### config.mk
export PLATFORM = sky130hd
export DESIGN_NAME = mem_sram_ctrl_flat
export DESIGN_NICKNAME = d
export VERILOG_FILES = /design/src/rtl/mem_pkg.sv /design/src/rtl/mem_sram_ctrl_if.sv /design/src/rtl/sram_wait_counter.sv /design/src/rtl/mem_sram_ctrl.sv /design/src/flat_wrapper.sv
export SDC_FILE = /design/constraint.sdc
export NUM_CORES = 1
export LEC_CHECK = 0
export ABC_AREA = 1
export CELL_PAD_IN_SITES_DETAIL_PLACEMENT = 1
export CELL_PAD_IN_SITES_GLOBAL_PLACEMENT = 1
export CORE_MARGIN = 2
export CORE_UTILIZATION = 32
export CTS_CLUSTER_SIZE = 28
export DETAILED_ROUTE_END_ITERATION = 8
export MAX_ROUTING_LAYER = met4
export PLACE_DENSITY_LB_ADDON = 0.1
export SYNTH_ARGS = -nofsm -noshare
export SYNTH_HDL_FRONTEND = slang
export SYNTH_HIERARCHICAL = 1
export SYNTH_SLANG_ARGS = --single-unit
### constraint.sdc
create_clock -name clk -period 2.45 [get_ports clk]
set_input_delay 0.3675 -clock clk [delete_from_list [all_inputs] [get_ports clk]]
set_output_delay 0.3675 -clock clk [all_outputs]
set_load 0.02 [all_outputs]
### src/rtl/mem_pkg.sv
// Shared definitions for the MEM-stage SRAM controller.
// Holds the controller state type, the SRAM data width and default address parameters.
package mem_pkg;

  typedef enum logic [1:0] {
    StIdle,
    StLo,
    StHi,
    StDone
  } state_e;

  localparam int unsigned SRAM_DW           = 16;
  localparam int unsigned SRAM_AW_DEFAULT   = 18;
  localparam logic [31:0] BASE_ADDR_DEFAULT = 32'd1024;

endpackage

### src/rtl/mem_sram_ctrl_if.sv
// Bundle of the pipeline request/response signals and the SRAM bus signals.
// Ports (signals):
//   MEM_R_EN, MEM_W_EN, ALU_result, ST_val : pipeline request (master -> slave)
//   ready, rdata                           : pipeline response (slave -> master)
//   SRAM_ADDR, SRAM_WE_N, dq_out, dq_oe    : SRAM control/data out (slave -> master)
//   dq_in                                  : SRAM read data (master -> slave)
interface mem_sram_ctrl_if #(
  parameter int unsigned SRAM_AW = mem_pkg::SRAM_AW_DEFAULT
);
  import mem_pkg::*;

  logic                 MEM_R_EN;
  logic                 MEM_W_EN;
  logic [31:0]          ALU_result;
  logic [31:0]          ST_val;
  logic                 ready;
  logic [31:0]          rdata;
  logic [SRAM_AW-1:0]   SRAM_ADDR;
  logic                 SRAM_WE_N;
  logic [SRAM_DW-1:0]   dq_out;
  logic                 dq_oe;
  logic [SRAM_DW-1:0]   dq_in;

  modport master (
    output MEM_R_EN, MEM_W_EN, ALU_result, ST_val, dq_in,
    input  ready, rdata, SRAM_ADDR, SRAM_WE_N, dq_out, dq_oe
  );

  modport slave (
    input  MEM_R_EN, MEM_W_EN, ALU_result, ST_val, dq_in,
    output ready, rdata, SRAM_ADDR, SRAM_WE_N, dq_out, dq_oe
  );

endinterface

### src/rtl/sram_wait_counter.sv
// Per-phase wait counter for the SRAM controller.
// Counts 0..WAIT_CYCLES-1 while en is high and wraps to 0 on the last cycle, so each new
// phase starts from 0.
// Ports:
//   clk        : rising-edge clock
//   rst        : synchronous active-low reset
//   en         : high while a half-word phase is active
//   last_cycle : high on the final cycle of the current phase
module sram_wait_counter #(
  parameter int unsigned WAIT_CYCLES = 3
) (
  input  logic clk,
  input  logic rst,
  input  logic en,
  output logic last_cycle
);

  localparam int unsigned CntW = $clog2(WAIT_CYCLES + 1);

  logic [CntW-1:0] cnt_q, cnt_d;

  assign last_cycle = en && (cnt_q == CntW'(WAIT_CYCLES - 1));

  always_comb begin
    cnt_d = cnt_q + CntW'(1);
    if (!en || last_cycle) cnt_d = '0;
  end

  always_ff @(posedge clk) begin
    if (!rst) cnt_q <= '0;
    else      cnt_q <= cnt_d;
  end

endmodule

### src/rtl/mem_sram_ctrl.sv
// MEM-stage controller performing 32-bit loads/stores through a 16-bit async SRAM as two
// half-word phases (low, then high). Stalls the pipeline with ready=0 while busy.
// Ports:
//   clk : rising-edge clock
//   rst : synchronous active-low reset
//   bus : mem_sram_ctrl_if.slave (pipeline request/response and SRAM bus)
module mem_sram_ctrl
  import mem_pkg::*;
#(
  parameter int unsigned WAIT_CYCLES = 3,
  parameter logic [31:0] BASE_ADDR   = BASE_ADDR_DEFAULT,
  parameter int unsigned SRAM_AW     = SRAM_AW_DEFAULT
) (
  input  logic            clk,
  input  logic            rst,
  mem_sram_ctrl_if.slave  bus
);

  localparam int unsigned AddrW = SRAM_AW - 1;

  state_e            state_q, state_d;
  logic [AddrW-1:0]  addr_q;
  logic [31:0]       wdata_q;
  logic [31:0]       rdata_q;
  logic              is_wr_q;
  logic              req;
  logic              phase_en;
  logic              last_cycle;
  logic [31:0]       offset;
  logic              unused_offset;

  assign req      = bus.MEM_R_EN | bus.MEM_W_EN;
  assign phase_en = (state_q == StLo) || (state_q == StHi);

  // Modulo-2^32 subtract; word index truncated to leave room for the half select bit.
  assign offset        = bus.ALU_result - BASE_ADDR;
  assign unused_offset = ^{offset[1:0], offset[31:AddrW+2]};

  sram_wait_counter #(
    .WAIT_CYCLES (WAIT_CYCLES)
  ) u_wait_counter (
    .clk        (clk),
    .rst        (rst),
    .en         (phase_en),
    .last_cycle (last_cycle)
  );

  always_ff @(posedge clk) begin
    if (!rst) state_q <= StIdle;
    else      state_q <= state_d;
  end

  always_comb begin
    state_d = state_q;
    unique case (state_q)
      StIdle:  if (req) state_d = StLo;
      StLo:    if (last_cycle) state_d = StHi;
      StHi:    if (last_cycle) state_d = StDone;
      StDone:  state_d = StIdle;
      default: state_d = StIdle;
    endcase
  end

  // Request is latched once in IDLE; write wins when both enables are set.
  always_ff @(posedge clk) begin
    if (!rst) begin
      addr_q  <= '0;
      wdata_q <= '0;
      is_wr_q <= 1'b0;
      rdata_q <= '0;
    end else begin
      if (state_q == StIdle && req) begin
        addr_q  <= offset[AddrW+1:2];
        wdata_q <= bus.ST_val;
        is_wr_q <= bus.MEM_W_EN;
      end
      if (!is_wr_q && last_cycle) begin
        if (state_q == StLo) rdata_q[15:0]  <= bus.dq_in;
        if (state_q == StHi) rdata_q[31:16] <= bus.dq_in;
      end
    end
  end

  // SRAM outputs depend only on registered state, never on the request inputs.
  always_comb begin
    bus.SRAM_ADDR = '0;
    bus.SRAM_WE_N = 1'b1;
    bus.dq_out    = '0;
    bus.dq_oe     = 1'b0;
    unique case (state_q)
      StLo: begin
        bus.SRAM_ADDR = {addr_q, 1'b0};
        if (is_wr_q) begin
          bus.SRAM_WE_N = 1'b0;
          bus.dq_oe     = 1'b1;
          bus.dq_out    = wdata_q[15:0];
        end
      end
      StHi: begin
        bus.SRAM_ADDR = {addr_q, 1'b1};
        if (is_wr_q) begin
          bus.SRAM_WE_N = 1'b0;
          bus.dq_oe     = 1'b1;
          bus.dq_out    = wdata_q[31:16];
        end
      end
      default: ;
    endcase
  end

  assign bus.ready = ~req | (state_q == StDone);
  assign bus.rdata = rdata_q;

endmodule

### src/flat_wrapper.sv
// flat-port wrapper written by rule: the top's interface ports become plain ports
module mem_sram_ctrl_flat import mem_pkg::*;
#(
  parameter int unsigned WAIT_CYCLES = 3,
  parameter logic [31:0] BASE_ADDR   = BASE_ADDR_DEFAULT,
  parameter int unsigned SRAM_AW     = SRAM_AW_DEFAULT
)
  (clk, rst, bus_MEM_R_EN, bus_MEM_W_EN, bus_ALU_result, bus_ST_val, bus_dq_in, bus_ready, bus_rdata, bus_SRAM_ADDR, bus_SRAM_WE_N, bus_dq_out, bus_dq_oe);
  mem_sram_ctrl_if #(.SRAM_AW(SRAM_AW)) bus_i ();
  input  logic clk;
  input  logic rst;
  input wire logic [$bits(bus_i.MEM_R_EN)-1:0] bus_MEM_R_EN;
  input wire logic [$bits(bus_i.MEM_W_EN)-1:0] bus_MEM_W_EN;
  input wire logic [$bits(bus_i.ALU_result)-1:0] bus_ALU_result;
  input wire logic [$bits(bus_i.ST_val)-1:0] bus_ST_val;
  input wire logic [$bits(bus_i.dq_in)-1:0] bus_dq_in;
  output wire logic [$bits(bus_i.ready)-1:0] bus_ready;
  output wire logic [$bits(bus_i.rdata)-1:0] bus_rdata;
  output wire logic [$bits(bus_i.SRAM_ADDR)-1:0] bus_SRAM_ADDR;
  output wire logic [$bits(bus_i.SRAM_WE_N)-1:0] bus_SRAM_WE_N;
  output wire logic [$bits(bus_i.dq_out)-1:0] bus_dq_out;
  output wire logic [$bits(bus_i.dq_oe)-1:0] bus_dq_oe;
  assign bus_i.MEM_R_EN = bus_MEM_R_EN;
  assign bus_i.MEM_W_EN = bus_MEM_W_EN;
  assign bus_i.ALU_result = bus_ALU_result;
  assign bus_i.ST_val = bus_ST_val;
  assign bus_i.dq_in = bus_dq_in;
  assign bus_ready = bus_i.ready;
  assign bus_rdata = bus_i.rdata;
  assign bus_SRAM_ADDR = bus_i.SRAM_ADDR;
  assign bus_SRAM_WE_N = bus_i.SRAM_WE_N;
  assign bus_dq_out = bus_i.dq_out;
  assign bus_dq_oe = bus_i.dq_oe;
  mem_sram_ctrl #(.WAIT_CYCLES(WAIT_CYCLES), .BASE_ADDR(BASE_ADDR), .SRAM_AW(SRAM_AW)) u_core (.clk(clk), .rst(rst), .bus(bus_i));
endmodule
==> results by group, run 1 <==
Hold path
  – Hold WC Path Type: reg -> reg

Global route
  – Largest net degree at the start of global routing: 54
  – Routing usage on met3: 2.831%
  – Most used routing layer: met2
  – Vias in the first global route: 3,797
  – GRT overflow: 0
  – GRT Overall Usage: 18.60%
  – First-pass GRT wire length: about 18,000 µm
  – Initial antenna violation count: 0
  – Met2 usage: a little under a third
  – Met1 Usage GRT: 22.35%

Timing
  – Setup violators final: 0
  – Achievable Freq: 431.4 MHz
  – Final Skew: 0.007343 ns
  – Final Hold Viols: 0
  – Relative slew slack: 58.13%
  – Slew at the pin closest to its max-slew limit: 0.6281 ns
  – Final max-slew violation count: 0
  – Tcrit/Tclk final: 94.61%
  – Fin Setup TNS: 0 ns
  – RSZ-0062 raised after global routing: false
  – Tmin final: between 2 and 2.5 ns

Logic synthesis
  – Synth async-reset ratio: 0%
  – Number of synthesized flops with an enable pin: 0
  – Avg Inst Size Synth: 7.310 µm²
  – Synth Area in Compound Gates: approximately a fifth
  – Commonest cells in the netlist: nor2_1, dfxtp_1, inv_1, a21oi_1, o21ai_0
  – Count leader, synth: nor2_1
  – Synth top area share: 46.36%
  – Prevailing post-synth register cell: dfxtp_1
  – Area contributors post-synth: dfxtp_1, nor2_1, a21oi_1
  – Post-synthesis mux area share: 0%
  – Largest area contributor in the netlist: dfxtp_1
  – Sequential cell area fraction in the yosys report: 46.36%
  – Simple-gate share of the synthesized area: roughly 17%
  – Main combinational cell family by area after synthesis: compound AO/OA/AOI/OAI gates
  – Mapped Cells: ~510
  – Adder and majority gate portion of the synthesized area: between 2 and 2.5%
  – Yosys cell types: 28
  – Register bit count reported by yosys: 86
  – Xor/xnor cell area share of the yosys netlist: 0.2358%
  – Syn_nets: ~600
  – Synthesized cell area: 0.003714 mm²
  – Yosys warnings: 6

Clock network
  – TritonCTS clock tree: built
  – CTS Buf Count: 9
  – Worst-Skew Late Latency: about 0.34 ns
  – CTS root buf: clkbuf_16
  – CTS Hold Bufs: 0
  – Clock Pin Slew Worst Setup and Hold Paths: 0.06 ns
  – Clock Sinks: between 80 and 90
  – CTS HTree Levels: 3
  – Maximum clock insertion buffer count: 2

Power and ir drop
  – Leak Pwr: ~2.3 nW
  – Logic pwr share: 30.8%
  – Sw Share: between 30% and 40%
  – Int Power: 3.417 mW
  – Sequential Power Share: between 30% and 40%
  – Power Dens Cells: 930.0 mW/mm²
  – Clk pwr share: 32.9%
  – Peak supply drop: 0.4973 mV
  – Psw: 1.713 mW

Worst setup path
  – CP Class: reg -> out
  – Max FO, Critical Path: 17
  – Critical Path Sink Type: output port
  – Critical path data arrival time: 1.95 ns
  – Startpoint types: flop
  – Req. time, crit path: 2.08 ns

Routing
  – DRT iter0 DRCs: 137
  – DRT Wirelength: between 10,000 and 15,000 µm
  – Routed len/inst: 14.20 µm
  – Residual DRC: 0
  – Drt via density: about 4.7
  – Pre-antenna DRT Iters: 4
  – Final ANT Viol Nets: 0
  – Vias: 3,641

Floorplan
  – Core area: 0.01137 mm²
  – Die area: around 0.012 mm²
  – Chip Height: 111.7 µm
  – Chip width: 111.7 µm
  – Initial Utilization: 32.66%
  – Rows: 39
  – IO Pins: 153

Cells and area
  – Share of layout cells above drive strength 1: 6.094%
  – Fillers: 1,427
  – Multi-input logic area: 0.001515 mm²
  – Final Core Density: roughly half
  – Final nets: 726
  – Reg area: 0.001722 mm²
  – Layout area overhead: 48.55%
  – Antenna fix cells: 0

Placement
  – Dpl hpwl: 7509 µm
  – Routability cong.: between 0.7 and 0.8
  – # port buffers: 137

Status
  – Status: finished, final reports clean

Flow run
  – Max Cap Viol: 0
==> worst max-delay path, cell delays in order (launching register included) <==
cell           delay, ns
dfxtp_1             0.38
inv_1               0.10
ha_1                0.32
buf_4               0.14
o21ai_4             0.06
buf_12              0.15
nor2_1              0.10
dlygate4sd2_1       0.35
==> flip-flops by register name, summed over array words and instances, names as in the netlist <==
| name | cells |
|---|---|
| u_core/bus.rdata | 32 |
| u_core/wdata_q | 32 |
| u_core/addr_q | 17 |
| u_core/state_q | 2 |
| u_core/u_wait_counter/cnt_q | 2 |
| u_core/is_wr_q | 1 |
==> logic make-up after synthesis <==
| group | Yosys count |
|---|---|
| xor+xnor | 1 |
| buf+inv | 103 |
| compound gates | 153 |
| simple gates | 158 |
| fa+ha+maj | 7 |
| flops | 86 |
==> layer usage <==
layer / routed length (µm) / vias to the layer above
met3: 397 / 14
met5: 0 / -
met1: 5079 / 1684
li1: - / 1864
met4: 210 / 0
met2: 5433 / 79
==> final cells by class <==
type,count,share of cell area [%]
clock inverters,7,2.654
well taps,143,3.243
clock buffers,9,4.083
repair buffers,147,26.40
flip-flops and latches,86,31.21
multi-input cells,319,27.47
inverters,72,4.944
==> what timing repair did <==
| item | in CTS | in global routing |
|---|---|---|
| pin swaps | 1 | 0 |
| endpoints found under the setup margin | 33 | 3 |
| buffers inserted | 1 | 0 |
| resized for setup | 33 | 3 |
| hold endpoints to repair | 0 | 0 |
==> worst paths after layout <==
path,end,depth (start not counted),slack (ns),start
worst max-delay path,bus_SRAM_ADDR[6],7,0.13,u_core/state_q[0]
worst min-delay path,u_core/u_wait_counter/cnt_q[0],1,0.43,u_core/u_wait_counter/cnt_q[0]
worst max register to register,u_core/bus.rdata[9],8,0.25,u_core/state_q[0]
worst min register to register,u_core/u_wait_counter/cnt_q[0],1,0.43,u_core/u_wait_counter/cnt_q[0]
==> per-stage QoR <==
stage	cells	power (mW)	worst slack (ns)	hold WS, ns	cell area, µm²
final	783	5.130	0.1320	0.4303	5517
after global routing	783	5.463	0.006152	0.4561	5517
after CTS	783	5.215	0.003288	0.4408	5510
after detailed placement	766	3.488	0.2076	0.4314	5160
after global placement	766	3.426	0.2067	0.4042	5160
after floorplan	508	2.969	0.5169	0.3968	3714
==> layout by cell type (no fill, tap or decap), types with 3 or more instances in the layout <==
cell	n
a21oi_1	64
buf_12	4
buf_4	6
bufinv_16	4
clkbuf_16	9
clkdlybuf4s50_1	101
clkinv_4	3
dfxtp_1	86
dlygate4sd2_1	32
ha_1	7
inv_1	69
nand2_1	50
nand3_1	7
nor2_1	94
o21ai_0	54
o21ai_1	28
o21ai_2	3
==> power by group through the flow <==
stage               registers (mW)  logic [mW]  clock network, mW
global route                  1.89        1.78               1.79
CTS                           1.86        1.62               1.74
floorplan                     1.86        1.11                  0
global placement              1.87        1.55                  0
finish                        1.86        1.58               1.69
detailed placement            1.89        1.60                  0
No activity file was read; power rests on OpenSTA's default activity.
==> run 2, diff against run 1 <==
CORE_MARGIN = 4   (was 2)
CORE_UTILIZATION = 27   (was 32)
clock period = 1.9 ns   (was 2.45 ns; I/O delays follow)
==> run 2 against run 1 <==
The run now ends with negative setup slack left. Hold slack got worse by 0.055 ns. Via count rose by 2.9%. Clock skew shrank 0.0022 ns. Non-clock buffer count up 18. Sequential share of layout area down 1.8 points. Global-route usage decreased by 3.5 points. First-iteration DRC count increased by 15%.
==> results by group, run 2 (synthesis results as in run 1) <==
Status
  – Status: complete, but fails checks
  – Failing checks: negative setup slack

Global route
  – Vias in the first global route: 3,887 (+2.4%)
  – First-pass GRT wire length: 18,980 µm (+4.4%)
  – Initial antenna violation count: 0 (unchanged)
  – GRT Overall Usage: 15.09% (-3.5 points)
  – GRT overflow: 0 (unchanged)
  – Largest net degree at the start of global routing: 54 (unchanged)

Clock network
  – TritonCTS clock tree: built
  – Worst-Skew Late Latency: 0.33 ns (about the same)
  – Clock Sinks: 86 (unchanged)
  – CTS HTree Levels: 3 (unchanged)
  – CTS Buf Count: 9 (unchanged)
  – CTS Hold Bufs: 0 (unchanged)
  – Maximum clock insertion buffer count: 2 (unchanged)
  – CTS root buf: clkbuf_16
  – Clock Pin Slew Worst Setup and Hold Paths: 0.06 ns (about the same)

Worst setup path
  – CP Class: reg -> out
  – Max FO, Critical Path: 7 (-10)
  – Internal reg-to-reg setup slack: 0.07 ns (-0.18 ns)
  – Startpoint types: flop
  – Delay-heaviest family, CP: buffers and inverters
  – Crit path buffers/inverters: 5 (+1)
  – Max incr delay on CP: 0.35 ns (-0.03 ns)
  – Req. time, crit path: 1.62 ns (-0.46 ns)
  – Slowest CP cell: dfxtp_2
  – Most common cell on crit path: buf_6
  – Worst path cell trace: inv_4 > ha_4 > buf_6 > o21ai_4 > buf_8 > buf_6 > nor2_4 > buf_6
  – Critical path data arrival time: 1.63 ns (-0.32 ns)
  – Critical Path Sink Type: output port

Placement
  – Placement Cell Area: 0.005276 mm² (+2.3%)
  – # port buffers: 137 (unchanged)
  – Place WS: -0.2285 ns (-0.4360 ns)
  – Routability cong.: 0.8210 (+4.5%)
  – Placed Cells: 809 (+5.6%)
  – Dpl hpwl: 8072 µm (+7.5%)

Cells and area
  – Non-filler instance count after layout: 834 (+6.5%)
  – Layout area overhead: 57.72%
  – Fillers: 1,642 (+15%)
  – Antenna fix cells: 0 (unchanged)
  – Cell area after layout: 0.005857 mm² (+6.2%)
  – Share of layout cells above drive strength 1: 19.60% (+14 points)
  – Commonest cells after routing, fill and taps aside: clkdlybuf4s50_1, dfxtp_1, nor2_1
  – Final nets: 745 (+2.6%)
  – Commonest non-fill, non-tap cell in the layout: clkdlybuf4s50_1

Floorplan
  – Die area: 0.01569 mm² (+26%)
  – Rows: 42 (+7.7%)
  – IO Pins: 153 (unchanged)
  – Core area: 0.01335 mm² (+17%)
  – Chip width: 125.3 µm (+12%)
  – Initial Utilization: 27.82% (-4.8 points)
  – Chip Height: 125.3 µm (+12%)

Routing
  – Vias: 3,746 (+2.9%)
  – Final ANT Viol Nets: 0 (unchanged)
  – DRT iter0 DRCs: 158 (+15%)
  – Routed len/inst: 14.24 µm (+0.25%)
  – Drt via density: 4.492 (-3.4%)
  – DRT Wirelength: 11,880 µm (+6.8%)
  – Residual DRC: 0 (unchanged)
  – Pre-antenna DRT Iters: 4 (unchanged)

Power and ir drop
  – Leak Pwr: 2.269 nW (-1.8%)
  – Clk pwr share: 24.5% (-8.4 points)
  – Int Power: 4.210 mW (+23%)
  – Logic pwr share: 39.3% (+8.5 points)
  – Sw Share: 36.73% (+3.3 points)
  – Sequential Power Share: 36.1% (about the same)
  – Psw: 2.444 mW (+43%)
  – Power Dens Cells: 1136 mW/mm² (+22%)
  – Peak supply drop: 0.4369 mV (-12%)

Timing
  – Tcrit/Tclk final: 100.9%
  – Setup violators final: 1 (+1)
  – Final setup margin: -0.01756 ns (-0.1495 ns)
  – Final Hold Viols: 0 (unchanged)
  – Achievable Freq: roughly 520 MHz
  – Final Skew: 0.005148 ns (-0.002195 ns)
  – Relative slew slack: 63.91% (+5.8 points)
  – Slew at the pin closest to its max-slew limit: 0.5414 ns (-0.08668 ns)
  – Fin Setup TNS: -0.01756 ns (-0.01756 ns)
  – Final max-slew violation count: 0 (unchanged)
  – RSZ-0062 raised after global routing: true
  – Tmin final: approximately 1.9 ns

Flow run
  – Max Cap Viol: 0 (unchanged)

Hold path
  – Hold WC Path Type: in -> reg
-- run 2: worst paths after layout --
check,start,endpoint,cells after the start
worst max-delay path,u_core/state_q[0],bus_SRAM_ADDR[14],8
worst min-delay path,rst,u_core/bus.rdata[29],3
worst max register to register,u_core/state_q[0],u_core/bus.rdata[4],10
worst min register to register,u_core/u_wait_counter/cnt_q[0],u_core/u_wait_counter/cnt_q[0],1
-- run 2: worst min-delay path: cells and delay by family --
kind	cells	cell delay, ns
AOI/OAI and AO/OA	2	0.16
buffers and inverters	1	0.21
-- run 2: through the flow --
step	hold slack [ns]	power (mW)	util [%]
2_1_floorplan	0.3750	3.828	-
3_3_place_gp	0.4053	4.488	39.53
3_5_place_dp	0.4120	4.557	39.53
4_1_cts	0.3585	6.596	42.30
5_1_grt	0.3975	7.138	43.88
6_report	0.3749	6.654	43.88
-- run 2: final cells by class --
| class | count | area, µm² | share of cell area [%] |
|---|---|---|---|
| inverter | 72 | 277.8 | 4.743 |
| sequential | 86 | 1724 | 29.44 |
| clock buffer | 12 | 256.5 | 4.379 |
| tap | 176 | 220.2 | 3.760 |
| timing repair buffer | 165 | 1605 | 27.41 |
| clock inverter | 3 | 20.02 | 0.3418 |
| multi-input combinational | 320 | 1753 | 29.93 |
-- run 2: what timing repair did --
action,in CTS,in global routing
resized for setup,190,79
setup buffers,8,2
pin swaps,2,3
setup endpoints to repair,53,36
cloned,1,1
-- run 2: layer usage --
| metal | global-route usage, % | up-vias | share of wire, % |
|---|---|---|---|
| met3 | 2.772 | 12 | 2.9 |
| met5 | - | - | 0 |
| li1 | - | 1908 | - |
| met1 | 18.72 | 1747 | 46 |
| met4 | 5.038 | 0 | 1.7 |
| met2 | 24.83 | 79 | 49 |
-- run 2: power groups by stage --
stage                     Clock (mW)  Combinational (mW)  Sequential [mW]
after detailed placement           0                2.14             2.42
after global routing            1.77                2.91             2.45
after global placement             0                2.08             2.41
after CTS                       1.70                2.50             2.39
final                           1.63                2.62             2.40
after floorplan                    0                1.43             2.40
